**src/rtl/alu_seq_pkg.sv**
```systemverilog
// alu_seq_pkg: opcodes, FSM states and flag bit positions shared by the sequenced ALU arbiter
package alu_seq_pkg;
  typedef enum logic [3:0] {
    OP_AND = 4'd0,
    OP_OR  = 4'd1,
    OP_XOR = 4'd2,
    OP_ADD = 4'd4,
    OP_SUB = 4'd5,
    OP_MUL = 4'd8
  } op_e;
  typedef enum logic [1:0] {S_IDLE, S_EXEC, S_RESP} state_e;
  localparam int FLAG_N = 3;
  localparam int FLAG_Z = 2;
  localparam int FLAG_C = 1;
  localparam int FLAG_V = 0;
  function automatic logic op_legal(input logic [3:0] op);
    return op inside {OP_AND, OP_OR, OP_XOR, OP_ADD, OP_SUB, OP_MUL};
  endfunction
endpackage

```
**src/rtl/alu_seq_arbiter_alu_core.sv**
```systemverilog
// alu_core: combinational WIDTH-bit ALU returning result and {N,Z,C,V}; unknown opcodes yield 0
module alu_core import alu_seq_pkg::*; #(
  parameter int WIDTH = 8
) (
  input  logic [3:0]       op,
  input  logic [WIDTH-1:0] a,
  input  logic [WIDTH-1:0] b,
  output logic [WIDTH-1:0] res,
  output logic [3:0]       flags
);
  logic [WIDTH:0] sum, dif;
  logic sub, arith;
  assign sum   = {1'b0, a} + {1'b0, b};
  assign dif   = {1'b0, a} - {1'b0, b};
  assign sub   = op == OP_SUB;
  assign arith = op == OP_ADD || sub;
  assign res = op == OP_AND ? a & b :
               op == OP_OR  ? a | b :
               op == OP_XOR ? a ^ b :
               op == OP_ADD ? sum[WIDTH-1:0] :
               sub          ? dif[WIDTH-1:0] : '0;
  assign flags[FLAG_N] = res[WIDTH-1];
  assign flags[FLAG_Z] = res == '0;
  assign flags[FLAG_C] = arith & (sub ? dif[WIDTH] : sum[WIDTH]);
  assign flags[FLAG_V] = arith & (a[WIDTH-1] == (b[WIDTH-1] ^ sub)) & (res[WIDTH-1] != a[WIDTH-1]);
endmodule

```
**src/rtl/alu_seq_arbiter.sv**
```systemverilog
// alu_seq_arbiter: round-robin shared ALU with registered execute and response buffer; ALU_SEQ_ERR_EN adds resp_err
module alu_seq_arbiter import alu_seq_pkg::*; #(
  parameter int WIDTH = 8
) (
  input  logic             clk,
  input  logic             rst_n,
  input  logic [1:0]       req_valid,
  output logic [1:0]       req_ready,
  input  logic [3:0]       req_op0,
  input  logic [3:0]       req_op1,
  input  logic [WIDTH-1:0] req_a0,
  input  logic [WIDTH-1:0] req_b0,
  input  logic [WIDTH-1:0] req_a1,
  input  logic [WIDTH-1:0] req_b1,
  output logic             resp_valid,
  input  logic             resp_ready,
  output logic             resp_id,
  output logic [WIDTH-1:0] resp_result,
  output logic [3:0]       resp_flags
`ifdef ALU_SEQ_ERR_EN
  ,
  output logic             resp_err
`endif
);
  localparam int CW = $clog2(WIDTH);
  state_e state, state_nx;
  logic ptr, gnt, accept, id_q, is_mul, done;
  logic [3:0] op_q, alu_op, alu_flags, mul_flags;
  logic [WIDTH-1:0] a_q, b_q, acc, alu_a, alu_b, alu_res;
  logic [CW-1:0] cnt;
  assign gnt    = req_valid[ptr] ? ptr : ~ptr;
  assign is_mul = op_q == OP_MUL;
  assign done   = !is_mul || cnt == CW'(WIDTH - 1);
  // MUL reuses the adder: acc += multiplicand shifted k places when multiplier bit k is set
  assign alu_op = is_mul ? OP_ADD : op_q;
  assign alu_a  = is_mul ? acc : a_q;
  assign alu_b  = is_mul ? (b_q[0] ? a_q : '0) : b_q;
  assign mul_flags = alu_flags & ~((4'b1 << FLAG_C) | (4'b1 << FLAG_V));
  alu_core #(.WIDTH(WIDTH)) u_alu (
    .op    (alu_op),
    .a     (alu_a),
    .b     (alu_b),
    .res   (alu_res),
    .flags (alu_flags)
  );
  always_comb begin
    state_nx  = state;
    req_ready = 2'b00;
    accept    = 1'b0;
    unique case (state)
      S_IDLE: begin
        accept    = |req_valid;
        req_ready = accept ? 2'b01 << gnt : 2'b00;
        state_nx  = accept ? S_EXEC : S_IDLE;
      end
      S_EXEC:  state_nx = done ? S_RESP : S_EXEC;
      S_RESP:  state_nx = (resp_valid && resp_ready) ? S_IDLE : S_RESP;
      default: state_nx = S_IDLE;
    endcase
  end
  always_ff @(posedge clk or negedge rst_n)
    if (!rst_n) state <= S_IDLE;
    else state <= state_nx;
  always_ff @(posedge clk or negedge rst_n) begin
    if (!rst_n) begin
      ptr         <= 1'b0;
      id_q        <= 1'b0;
      op_q        <= '0;
      a_q         <= '0;
      b_q         <= '0;
      acc         <= '0;
      cnt         <= '0;
      resp_valid  <= 1'b0;
      resp_id     <= 1'b0;
      resp_result <= '0;
      resp_flags  <= '0;
    end else begin
      if (accept) begin
        ptr  <= ~gnt;
        id_q <= gnt;
        op_q <= gnt ? req_op1 : req_op0;
        a_q  <= gnt ? req_a1 : req_a0;
        b_q  <= gnt ? req_b1 : req_b0;
        acc  <= '0;
        cnt  <= '0;
      end
      if (state == S_EXEC) begin
        if (is_mul) begin
          acc <= alu_res;
          a_q <= a_q << 1;
          b_q <= b_q >> 1;
          cnt <= cnt + 1'b1;
        end
        if (done) begin
          resp_id     <= id_q;
          resp_result <= alu_res;
          resp_flags  <= is_mul ? mul_flags : alu_flags;
        end
      end
      // buffer is filled on the last EXEC edge and published one edge later
      resp_valid <= state == S_RESP && !(resp_valid && resp_ready);
    end
  end
`ifdef ALU_SEQ_ERR_EN
  always_ff @(posedge clk or negedge rst_n)
    if (!rst_n) resp_err <= 1'b0;
    else if (state == S_EXEC && done) resp_err <= !op_legal(op_q);
    else if (resp_valid && resp_ready) resp_err <= 1'b0;
`endif
endmodule
```
**config.mk**
```make
export PLATFORM = sky130hd
export DESIGN_NAME = alu_seq_arbiter
export DESIGN_NICKNAME = d
export VERILOG_FILES = /design/src/rtl/alu_seq_pkg.sv /design/src/rtl/alu_seq_arbiter_alu_core.sv /design/src/rtl/alu_seq_arbiter.sv
export SDC_FILE = /design/constraint.sdc
export NUM_CORES = 1
export LEC_CHECK = 0
export CAP_MARGIN = 20
export CORE_ASPECT_RATIO = 0.7
export CORE_MARGIN = 4
export CORE_UTILIZATION = 30
export CTS_CLUSTER_SIZE = 20
export DETAILED_ROUTE_END_ITERATION = 10
export SYNTH_ARGS = -nofsm -noshare
export SYNTH_HDL_FRONTEND = slang
export SYNTH_SLANG_ARGS = --single-unit
```
**constraint.sdc**
```tcl
create_clock -name clk -period 3.65 [get_ports clk]
set_input_delay 0.9125 -clock clk [delete_from_list [all_inputs] [get_ports clk]]
set_output_delay 0.9125 -clock clk [all_outputs]
set_load 0.1 [all_outputs]
```
==> results.sh <==
export IMPL_clk_pin_slew_worst_paths_ps=70
export IMPL_drv_slew=0
export IMPL_die_y_um=101
export IMPL_setup_violations=0
export IMPL_gpl_final_weighted_congestion=0.883
export IMPL_cp_arrival_ps=3580
export IMPL_syn_area_um2=3670
export IMPL_finish_net_count=587
export IMPL_cpMostUsedCell="buf_4"
export IMPL_dp_hpwl_um=8520
export IMPL_muxShareOfSynthArea_pct=7.66
export IMPL_grt_use_total_pct=15.6
export IMPL_async_reset_ff_share_pct=100
export IMPL_period_needed_ps=3400
export IMPL_die_area_um2=14100
export IMPL_synth_top_family_by_area="compound AO/OA/AOI/OAI gates"
export IMPL_clock_sinks=48
export IMPL_crit_fanout=7
export IMPL_final_common_cell="nand2_1"
export IMPL_nFillCells=1208
export IMPL_drive_gt1_share_pct=11.1
export IMPL_clockBufferDepth=2
export IMPL_dr_pass1_iters=5
export IMPL_antennaDiodeCount=0
export IMPL_antenna_found_initial=0
export IMPL_max_stage_delay_ps=380
export IMPL_synth_main_ff_cell="dfrtp_1"
export IMPL_utilization_pct=39.9
export IMPL_htreeDepth=2
export IMPL_fin_ws_ps=251
export IMPL_crit_required_ps=3840
export IMPL_status="finished, final reports clean"
export IMPL_gr_total_overflow=0
export IMPL_maxSlewHeadroom_pct=35.3
export IMPL_syn_avg_cell_area_um2=8.11
export IMPL_post_route_period_util_pct=93.1
export IMPL_synth_seq_cells=48
export IMPL_synthesis_nets=526
export IMPL_crit_slowest_cell="dfrtp_1"
export IMPL_synth_xor_area_share_pct=1.19
export IMPL_drc=0
export IMPL_core_area_um2=11900
export IMPL_synth_edff_count=0
export IMPL_synth_compound_area_share_pct=23.3
export IMPL_grt_pass1_wl_um=17500
export IMPL_clock_skew_final_ps=5.41
export IMPL_yosys_area_share_simple_pct=18.7
export IMPL_synthDominantCellAreaShare_pct=32.7
export IMPL_fp_row_count=33
export IMPL_crit_path_end_kind="flop"
export IMPL_grt_pass1_vias=3332
export IMPL_area_delta_synth_final_pct=28.7
export IMPL_crit_family="compound AO/OA/AOI/OAI gates"
export IMPL_hold_path_class="in -> async"
export IMPL_pin_count=61
export IMPL_timing_final_hold_violations=0
export IMPL_cts_tree="done"
export IMPL_critPathLaunch="op_q[2]"
export IMPL_ant_nets=0
export IMPL_port_buffers=60
export IMPL_synth_top_area_cell="dfrtp_1"
export IMPL_path_class="reg -> reg"
export IMPL_r2r_start="op_q[2]"
export IMPL_cts_root_buf="clkbuf_16"
export IMPL_synth_adder_area_share_pct=9.94
export IMPL_ff2ff_setup_slack_ps=250
export IMPL_drv_cap=0
export IMPL_initial_utilization_pct=31.0
export IMPL_netlist_top_cells_area="dfrtp_1, ha_1, mux2i_1"
export IMPL_via_count=3574
export IMPL_yosysWarnings=0
export IMPL_post_drt_wl_per_cell_um=16.5
export IMPL_tightest_slew_ps=967
export IMPL_vias_per_cell=5.32
export IMPL_synth_distinct_cells=55
export IMPL_synth_seq_area_share_pct=32.7
export IMPL_dieWidth_um=140
export IMPL_cts_buffers=5
export IMPL_path_cells="nor3_2 > buf_4 > and2_1 > buf_4 > buf_4 > mux2i_1 > ha_1 > inv_1 > o311ai_0 > buf_4 > a21oi_1 > o32a_1 > a211oi_1 > o21a_1 > a32o_1"
export IMPL_final_cell_mix="nand2_1, o21ai_0, dfrtp_1, clkdlybuf4s50_1, nor2_1"
export IMPL_pre_cts_ws_ps=286
export IMPL_clk_latency_ps=300
export IMPL_wirelength_um=11100
export IMPL_drt_initial_drc_count=238
export IMPL_fmax_mhz=294
export IMPL_cp_start_kind="flop"
export IMPL_holdBufCountCts=0
export IMPL_critPathBufInv=5
export IMPL_grt_max_degree=49
export IMPL_synth_cells=453
==> layout make-up <==
class / count / area, um^2 / area share, %
clock inverters: 3 / 47.5 / 1.01
multi-input cells: 347 / 2270 / 47.9
inverters: 27 / 101 / 2.14
well taps: 157 / 196 / 4.15
repair buffers: 85 / 793 / 16.8
flip-flops and latches: 48 / 1200 / 25.4
clock buffers: 5 / 125 / 2.64
==> final timing paths <==
check | depth (start not counted) | endpoint
max in group asynchronous | 2 | op_q[0]
worst max register to register | 15 | resp_flags[2]
worst min-delay path | 1 | acc[4]
min in group clk | 2 | resp_result[3]
worst min register to register | 2 | resp_result[3]
worst max-delay path | 15 | resp_flags[2]
==> cell families after synthesis <==
kind of cell             after synthesis
adder cells (fa/ha/maj)               28
buffers and inverters                 58
XOR/XNOR                               5
multiplexers                          28
AO/OA/AOI/OAI                        136
AND/OR/NAND/NOR                      150
flip-flops                            48
==> registers in the layout, indices dropped and copies added, names as in the netlist, 2 cells and up <==
register and flops:
a_q 8, b_q 8, state 2, acc 8
op_q 4, resp_result 8, resp_flags 3, cnt 3
==> per-layer routing <==
| layer | routed length [um] | track usage [%] | vias to the layer above |
|---|---|---|---|
| met5 | 0 | 0 | - |
| met4 | 99 | 3.13 | 0 |
| met3 | 719 | 3.18 | 11 |
| met2 | 4630 | 22.5 | 137 |
| met1 | 5670 | 24.1 | 1703 |
| li1 | - | - | 1723 |
==> worst register-to-register path, stage by stage, from the launching register on <==
cell and delay (ps):
dfrtp_1 380, nor3_2 230, buf_4 150, and2_1 260, buf_4 170, buf_4 130, mux2i_1 240, ha_1 350
inv_1 210, o311ai_0 180, buf_4 180, a21oi_1 130, o32a_1 190, a211oi_1 70, o21a_1 200, a32o_1 210
==> what timing repair did <==
item | 4_1_cts | 5_1_grt
gates resized for setup | 0 | 5
buffers inserted | 0 | 0
endpoints found under the setup margin | 0 | 5
==> cell usage after synthesis (2+ instances only) <==
library cell / instances
ha_1: 26
clkbuf_1: 18
nor3_1: 11
o32ai_1: 2
a211oi_1: 7
a31oi_1: 3
nand2_1: 60
nand4_1: 4
or3_1: 3
a221oi_1: 2
xnor2_1: 4
a32oi_1: 2
nor3b_1: 2
inv_1: 27
a211o_1: 3
and2_1: 3
nor2_1: 37
mux2i_1: 27
nand3b_1: 3
nor2b_1: 4
buf_2: 10
a21o_1: 5
o21ai_0: 51
o31ai_1: 3
o211ai_1: 5
nand3_1: 14
nand2b_1: 4
a21oi_1: 29
fa_1: 2
o21a_1: 4
dfrtp_1: 48
a221o_1: 5
buf_4: 3
==> stage by stage <==
step           area, um^2  setup TNS, ps  hold WS, ps  std cells
2_1_floorplan        3670              0          446        453
4_1_cts              4690              0          485        671
3_5_place_dp         4520              0          468        663
5_1_grt              4730          -12.1          492        672
6_report             4730              0          479        672
3_3_place_gp         4520              0          462        663
Power is left out: the tool's default activity adds up to more than one toggle a clock period on the data nets, which glitch-free logic cannot reach.
